==> config.mk <==
export PLATFORM = sky130hd
export DESIGN_NAME = leaf_stream_packetizer
export DESIGN_NICKNAME = d
export VERILOG_FILES = /design/src/rtl/leaf_stream_packetizer.sv
export SDC_FILE = /design/constraint.sdc
export NUM_CORES = 1
export LEC_CHECK = 0
export BUFFER_PORTS_ARGS = -buffer_cell sky130_fd_sc_hd__buf_2
export CAP_MARGIN = 20
export CELL_PAD_IN_SITES_DETAIL_PLACEMENT = 1
export CELL_PAD_IN_SITES_GLOBAL_PLACEMENT = 2
export CORE_ASPECT_RATIO = 0.9
export CORE_MARGIN = 3
export CORE_UTILIZATION = 28
export CTS_CLUSTER_DIAMETER = 100
export DETAILED_ROUTE_END_ITERATION = 12
export PLACE_DENSITY_LB_ADDON = 0.1
export SLEW_MARGIN = 20
export SYNTH_ARGS = -nofsm -noshare
export SYNTH_HDL_FRONTEND = slang
export SYNTH_SLANG_ARGS = --single-unit
==> constraint.sdc <==
create_clock -name clk_user -period 5.58 [get_ports clk_user]
set_input_delay 1.116 -clock clk_user [delete_from_list [all_inputs] [get_ports clk_user]]
set_output_delay 1.116 -clock clk_user [all_outputs]
set_load 0.01 [all_outputs]
==> src/rtl/leaf_stream_packetizer.sv <==
// rtl/leaf_stream_packetizer.sv - user-to-BFT egress packetizer with credit flow control; optional retransmit via LEAF_PKT_RESEND_EN
module leaf_stream_packetizer #(
  parameter int PACKET_BITS           = 49,
  parameter int PAYLOAD_BITS          = 32,
  parameter int NUM_LEAF_BITS         = 5,
  parameter int NUM_PORT_BITS         = 4,
  parameter int NUM_ADDR_BITS         = 7,
  parameter int FREESPACE_UPDATE_SIZE = 64
) (
  input  logic                     clk_user,
  input  logic                     reset,
  input  logic [PAYLOAD_BITS-1:0]  din_leaf_user2interface,
  input  logic                     vld_user2interface,
  output logic                     ack_interface2user,
  input  logic [PACKET_BITS-1:0]   din_leaf_bft2interface,
  output logic [PACKET_BITS-1:0]   dout_leaf_interface2bft,
  input  logic                     bft_ready,
  input  logic                     resend,
  output logic [NUM_ADDR_BITS:0]   credits
);

  localparam int CW = NUM_ADDR_BITS + 1;
  localparam logic [CW:0] CRED_MAX = (CW+1)'(2 ** NUM_ADDR_BITS);
  localparam logic [CW:0] CRED_INC = (CW+1)'(FREESPACE_UPDATE_SIZE);
  localparam int PORT_LSB = PACKET_BITS - 1 - NUM_LEAF_BITS - NUM_PORT_BITS;

  localparam logic [1:0] ST_UNCFG = 2'd0;
  localparam logic [1:0] ST_RUN   = 2'd1;
  localparam logic [1:0] ST_STALL = 2'd2;

  logic [1:0]               state_q, state_d;
  logic [CW-1:0]            credits_q, credits_d;
  logic [NUM_ADDR_BITS-1:0] slot_q, slot_d;
  logic [NUM_LEAF_BITS-1:0] dst_leaf_q, dst_leaf_d;
  logic [NUM_PORT_BITS-1:0] dst_port_q, dst_port_d;
  logic [PACKET_BITS-1:0]   out_q, out_d;

  logic                     in_vld, is_cfg, is_credit;
  logic [NUM_PORT_BITS-1:0] in_port;
  logic                     out_free, accept, ack, resend_req, resend_svc;
  logic [PACKET_BITS-1:0]   pkt_new;
  logic [CW:0]              cred_sum;
  logic                     unused_ok;

  // Only a few inbound fields are decoded; the rest of the word is don't-care.
  assign unused_ok = ^{resend, din_leaf_bft2interface};

  assign in_vld    = din_leaf_bft2interface[PACKET_BITS-1];
  assign in_port   = din_leaf_bft2interface[PORT_LSB +: NUM_PORT_BITS];
  assign is_cfg    = in_vld && (in_port == NUM_PORT_BITS'(0));
  assign is_credit = in_vld && (in_port == NUM_PORT_BITS'(1));

  // Output register can take a new word if empty or being drained this cycle.
  assign out_free = !out_q[PACKET_BITS-1] || bft_ready;
  assign pkt_new  = {1'b1, dst_leaf_q, dst_port_q, slot_q, din_leaf_user2interface};

`ifdef LEAF_PKT_RESEND_EN
  logic [PACKET_BITS-1:0] shadow_q, shadow_d;
  logic                   rpend_q, rpend_d;

  // A retransmit request blocks new words until the shadow copy is re-presented.
  assign resend_req = resend || rpend_q;
  assign resend_svc = resend_req && out_free;
  assign shadow_d   = accept ? pkt_new : shadow_q;
  assign rpend_d    = resend_req && !resend_svc;

  // Shadow of the last emitted packet plus the pending-retransmit flag.
  always_ff @(posedge clk_user) begin
    if (reset) begin
      shadow_q <= '0;
      rpend_q  <= 1'b0;
    end else begin
      shadow_q <= shadow_d;
      rpend_q  <= rpend_d;
    end
  end
`else
  assign resend_req = 1'b0;
  assign resend_svc = 1'b0;
`endif

  assign ack    = (state_q == ST_RUN) && (credits_q != '0) && out_free && !resend_req;
  assign accept = vld_user2interface && ack;

  assign ack_interface2user      = ack;
  assign dout_leaf_interface2bft = out_q;
  assign credits                 = credits_q;

  // Next-state logic: credit accounting, slot counter, destination and output register.
  always_comb begin
    cred_sum   = {1'b0, credits_q} + (is_credit ? CRED_INC : '0) - {{CW{1'b0}}, accept};
    credits_d  = (cred_sum > CRED_MAX) ? CRED_MAX[CW-1:0] : cred_sum[CW-1:0];
    slot_d     = accept ? slot_q + 1'b1 : slot_q;
    dst_leaf_d = is_cfg ? din_leaf_bft2interface[NUM_LEAF_BITS-1:0] : dst_leaf_q;
    dst_port_d = is_cfg ? din_leaf_bft2interface[NUM_LEAF_BITS +: NUM_PORT_BITS] : dst_port_q;

    out_d = out_q;
    if (accept) begin
      out_d = pkt_new;
    end else if (resend_svc) begin
`ifdef LEAF_PKT_RESEND_EN
      out_d = shadow_q;
`endif
    end else if (bft_ready) begin
      out_d = '0;
    end

    state_d = state_q;
    case (state_q)
      ST_UNCFG: if (is_cfg) state_d = ST_RUN;
      ST_RUN:   if (credits_d == '0) state_d = ST_STALL;
      ST_STALL: if (credits_d != '0) state_d = ST_RUN;
      default:  state_d = ST_UNCFG;
    endcase
  end

  // Main state registers; reset returns to unconfigured with a full credit pool.
  always_ff @(posedge clk_user) begin
    if (reset) begin
      state_q    <= ST_UNCFG;
      credits_q  <= CRED_MAX[CW-1:0];
      slot_q     <= '0;
      dst_leaf_q <= '0;
      dst_port_q <= '0;
      out_q      <= '0;
    end else begin
      state_q    <= state_d;
      credits_q  <= credits_d;
      slot_q     <= slot_d;
      dst_leaf_q <= dst_leaf_d;
      dst_port_q <= dst_port_d;
      out_q      <= out_d;
    end
  end

endmodule

Word-level counts from Yosys, hierarchy flattened
Cells that the tools add are included.
{"block": "totals", "regBits": 75, "in_bits": 86, "out_inout_bits": 58, "elab_cells": 38}
{"block": "classes", "n_addsub": 3, "magnitude_cmp": 1, "n_eq_ne": 6, "mux": 8, "n_reduce_logical": 14}
{"operator": "$mux 49", "count": 2}
{"operator": "$reduce_bool 8->1", "count": 2}
{"operator": "$add 8x7->9", "count": 1}
{"operator": "$gt 9x8->1 const B", "count": 1}
{"operator": "$sub 9x1->9", "count": 1}
{"operator": "$logic_not 8->1", "count": 1}
{"operator": "$mux 8", "count": 1}
{"operator": "$add 7x1->7 const B", "count": 1}
{"operator": "$mux 7", "count": 1}
{"operator": "$mux 2", "count": 3}
{"operator": "$pmux 2 s3", "count": 1}
{"operator": "$logic_and 1x1->1", "count": 5}
{"operator": "$eq 4x1->1 const B", "count": 1}
{"operator": "$logic_not 4->1", "count": 1}
{"operator": "$ne 2x2->1 const B", "count": 2}
{"operator": "$reduce_and 3->1", "count": 1}
{"operator": "$eq 2x1->1 const B", "count": 1}
{"operator": "$eq 2x2->1 const B", "count": 1}
{"operator": "$logic_not 2->1", "count": 1}
{"operator": "$ne 2x1->1 const B", "count": 1}
{"operator": "$reduce_bool 2->1", "count": 1}
{"operator": "$logic_not 1->1", "count": 1}
{"operator": "$logic_or 1x1->1", "count": 1}

Logic depth before layout (Yosys ltp)
{"block": "depth", "depth_word": 10, "depth_mapped": 19, "ltp_nobuf": 17}

Worst setup path after synthesis
No wires, ideal clock.
{"block": "synth_path", "path_type": "input-to-reg", "from": "in bft_ready", "to": "reg credits_q[6], in the netlist credits[6]", "setup_ns": 0.120, "t_arrival_ns": 3.840, "required_ns": 5.460, "path_slack_ns": 1.620, "path_stages": 17, "path_buffers": 2, "path_cell_list": "nor2b_1 nor3_2 nand2_1 inv_2 buf_2 buf_2 ha_1 inv_1 ha_1 inv_1 fa_1 o21bai_1 a21oi_1 or4b_2 nand4_1 a211o_1 nor2_1"}
{"block": "synth_between", "elab_chain_cells": 6}
{"element": "start: declaration", "line_no": "17", "source": "input logic bft_ready,"}
{"element": "$logic_or 1x1->1 (*)", "line_no": "54", "source": "assign out_free = !out_q[PACKET_BITS-1] || bft_ready;"}
{"element": "$logic_and 1x1->1 (*)", "line_no": "82", "source": "assign ack = (state_q == ST_RUN) && (credits_q != '0) && out_free && !resend_req;"}
{"element": "via ack_interface2user", "line_no": "14", "source": "output logic ack_interface2user,"}
{"element": "$logic_and 1x1->1 (*)", "line_no": "83", "source": "assign accept = vld_user2interface && ack;"}
{"element": "via accept", "line_no": "40", "source": "logic out_free, accept, ack, resend_req, resend_svc;"}
{"element": "$sub 9x1->9 (*)", "line_no": "91", "source": "cred_sum = {1'b0, credits_q} + (is_credit ? CRED_INC : '0) - {{CW{1'b0}}, accept};"}
{"element": "$gt 9x8->1", "line_no": "92", "source": "credits_d = (cred_sum > CRED_MAX) ? CRED_MAX[CW-1:0] : cred_sum[CW-1:0];"}
{"element": "$mux 8 (*)", "line_no": "92"}
{"element": "end signal: assignment", "line_no": "121", "source": "credits_q <= CRED_MAX[CW-1:0];"}
{"element": "end signal: assignment", "line_no": "128", "source": "credits_q <= credits_d;"}
{"element": "end: declaration", "line_no": "32", "source": "logic [CW-1:0] credits_q, credits_d;"}
Mark *: on every way through the listed nets, which the timed path passes. The rest lies on a longest branch.
A chain may end at the register's enable or synchronous reset.

Worst setup path in the final report
{"block": "layout_path", "from": "in bft_ready", "to": "reg credits_q[1], in the netlist credits[1]"}
{"block": "layout_between", "elab_chain_cells": 6}
{"element": "$logic_or 1x1->1 (*)", "line_no": "54"}
{"element": "$logic_and 1x1->1 (*)", "line_no": "82"}
{"element": "$logic_and 1x1->1 (*)", "line_no": "83"}
{"element": "$sub 9x1->9 (*)", "line_no": "91"}
{"element": "$gt 9x8->1", "line_no": "92"}
{"element": "$mux 8 (*)", "line_no": "92"}
Mark *: on every way between the ends. The rest lies on a longest branch, timed or not.

==> results.yml <==
floorplanning:
  dieHeight_um: 108
  core-area_um2: 11100
  die_w_um: 120
  initial_core_util_pct: 29.4
  die_area_um2: 13000
  ioPinCount: 144
  rows: 36
synthesis:
  synth-seq-area-share_pct: 46.1
  yosys.area.top_type: "dfxtp_1"
  postSynth.topFlopCell: "dfxtp_1"
  synth_mux_area_share_pct: 2.77
  synth_top_family_by_area: "simple AND/OR/NAND/NOR gates"
  synth-simple-area-share_pct: 27.6
  synth-edff-count: 0
  synthArstFlopShare_pct: 0
  syn_inst: 377
  syn-mean-instance-area_um2: 8.64
  synth_cell_types: 36
  synth_top_cells_by_area: "dfxtp_1 46%, nor3b_1 11%, nor2_1 8.6%"
  mappedNetlistArea_um2: 3260
  synth-seq-cells: 75
  ys_warn_count: 0
  yosys.area.top_type_share_pct: 46.1
  synth_compound_gate_area_share_pct: 11.1
  syn-num-nets: 476
  synthAdderAreaFrac_pct: 5.22
  synthXorXnorAreaFrac_pct: 2.15
  synth_commonest_cells: "75 x dfxtp_1, 75 x nor2_1, 54 x a21oi_1, 49 x nor3b_1, 16 x clkbuf_1"
worst_setup_path:
  critPathMaxFanout: 7
  crit_required_ns: 5.80
  setup.worst_path.end_class: "flip-flop"
  path_class: "input pin to flip-flop"
  crit_chain: "buf_2, nor2b_1, nor3_2, nand2_1, clkinv_2, ha_1, inv_1, ha_1, inv_1, fa_1, o21bai_1, a21oi_1, or4b_2, nand4_1, a211o_1, nor2_1"
  critPathSlowestCell: "or4b_2"
  crit_buf_inv: 4
  cpLargestDelayFamily: "simple AND/OR/NAND/NOR gates"
  slowest_delay_ns: 0.63
  arrival_ns: 4.07
  cp-start-kind: "input pin"
sta:
  setup_viol: 0
  hold_viol_final: 0
  clock.fmax_ghz: 0.260
  relSlewSlack_pct: 31.9
  slew_viol_final: 0
  worst_pin_slew_ns: 1.02
  min_period_ns: 3.85
  rsz0062_at_grt: "false"
  fin_skew_ns: 0.00557
  finalSetupTns_ns: 0
  min_period_over_period_pct: 69.0
worst_hold_path:
  worst_hold_path_type: "flip-flop to flip-flop"
power:
  power_density_nw_per_um2: 364
  cellLeakagePower_nw: 1.80
  ir_drop_mv: 0.131
grt:
  antenna_found_initial: 0
  grt_pass1_vias: 2954
  groute.usage.overall_pct: 14.1
  grt_max_degree: 104
  grt_pass1_wl_mm: 14.6
  grt_overflow: 0
cts:
  numCtsBuffers: 9
  clkLatencyLatePin_ns: 0.33
  post_cts_resize_count: 0
  holdBufCountCts: 0
  clk_path_buf_depth: 2
  clock-sinks: 75
  clock_tree.root_cell: "clkbuf_16"
  cts_tree: "done"
  cts_max_level: 3
  cts_setup_buffers: 0
  cts.clk_slew.worst_paths_ns: 0.06
drt:
  vias: 2912
  drc: 0
  ant_nets: 0
  drt_iter0_drc: 170
  routed_wl_mm: 8.89
  dr.pass1.iters: 4
  wire_per_inst_um: 14.1
  viasPerCell: 4.63
finish:
  final-seq-area_um2: 1500
  layout.nets: 572
  drive_above_1_share_pct: 27.3
  multiInputGateArea_um2: 1600
  diodes: 0
  stdcell_count: 629
  nFillCells: 1378
  final_util_pct: 37.7
  area_growth_pct: 28.1
placement:
  dpl.hpwl_mm: 6.03
  gp_congestion: 0.748
  port_buffers: 107
  dp.cells: 614
run_status:
  status: "completed"
flow_run:
  maxCapViolCount: 0
where the power goes:
| group | switching (mW) | total, mW | internal [mW] |
|---|---|---|---|
| clock | 0.217 | 0.528 | 0.310 |
| combinational | 0.265 | 0.423 | 0.158 |
| sequential | 0.0140 | 0.569 | 0.555 |
| total | 0.497 | 1.52 | 1.02 |
cell families (layout without fill, tap and decap cells):
logic type,Yosys count,count (layout)
multiplexers,9,9
buffers and inverters,41,141
AO/OA/AOI/OAI,66,66
XOR/XNOR,8,8
adder cells (fa/ha/maj),13,13
flip-flops,75,75
AND/OR/NAND/NOR,165,165
per-stage QoR:
| stage | instance area, µm² | hold WS (ns) | setup slack (ns) | power, mW |
|---|---|---|---|---|
| floorplan | 3260 | 0.456 | 1.62 | 0.874 |
| global placement | 3910 | 0.467 | 1.38 | 1.00 |
| detailed placement | 3910 | 0.476 | 1.35 | 1.00 |
| CTS | 4170 | 0.493 | 1.68 | 1.55 |
| global route | 4170 | 0.528 | 1.51 | 1.61 |
| finish | 4170 | 0.484 | 1.73 | 1.52 |
final timing paths:
path | depth (start not counted) | from | slack, ns | end
hold reg to reg | 2 | dst_port_q[3] | 0.48 | dout_leaf_interface2bft[42]
setup reg to reg | 16 | credits[7] | 1.96 | credits[1]
hold / removal | 2 | dst_port_q[3] | 0.48 | dout_leaf_interface2bft[42]
setup / recovery | 16 | bft_ready | 1.73 | credits[1]
worst reg2reg max path: stages (launching register included):
cell and delay, ns:
dfxtp_1 0.36, nor4_1 0.26, and3_1 0.25, nor3_2 0.07
nand2_1 0.11, clkinv_2 0.10, ha_1 0.19, inv_1 0.06
ha_1 0.16, inv_1 0.05, fa_1 0.40, o21bai_1 0.18
a21oi_1 0.14, or4b_2 0.63, nand4_1 0.16, a211o_1 0.31
nor2_1 0.07
cells in the final DEF (no fill, tap or decap), types with 3 or more instances in the layout:
| cell | netlist | layout |
|---|---|---|
| buf_4 | 0 | 4 |
| nor2_1 | 75 | 75 |
| a21oi_1 | 54 | 54 |
| nor3b_1 | 49 | 49 |
| mux2i_1 | 9 | 9 |
| a31oi_1 | 3 | 3 |
| or3_1 | 3 | 3 |
| buf_2 | 10 | 107 |
| inv_1 | 14 | 14 |
| clkbuf_16 | 0 | 9 |
| nand2b_1 | 6 | 6 |
| nor3_1 | 3 | 3 |
| nand2_1 | 11 | 11 |
| clkbuf_1 | 16 | 3 |
| dfxtp_1 | 75 | 75 |
| xnor2_1 | 4 | 4 |
| xor2_1 | 4 | 4 |
| nand4_1 | 4 | 4 |
| ha_1 | 12 | 12 |
layer usage:
metal	vias up	global-route usage (%)	wire length [µm]
met5	-	0	0
met3	10	5.07	658
met1	1344	17.9	4250
met2	88	22.1	3870
met4	0	5.15	119
li1	1470	-	-
flip-flops by register name, summed over array words and instances (netlist names):
register,count
credits,8
dst_port_q,4
state_q,2
slot_q,7
dout_leaf_interface2bft,49
dst_leaf_q,5
final cells by class:
type | instances | area share, %
Tap cell | 152 | 4.56
Clock inverter | 2 | 0.300
Clock buffer | 13 | 6.00
Multi-Input combinational cell | 261 | 38.2
Sequential cell | 75 | 36.0
Timing Repair Buffer | 111 | 13.6
Inverter | 15 | 1.38
Note: power is estimated with default switching activity, not from simulation.
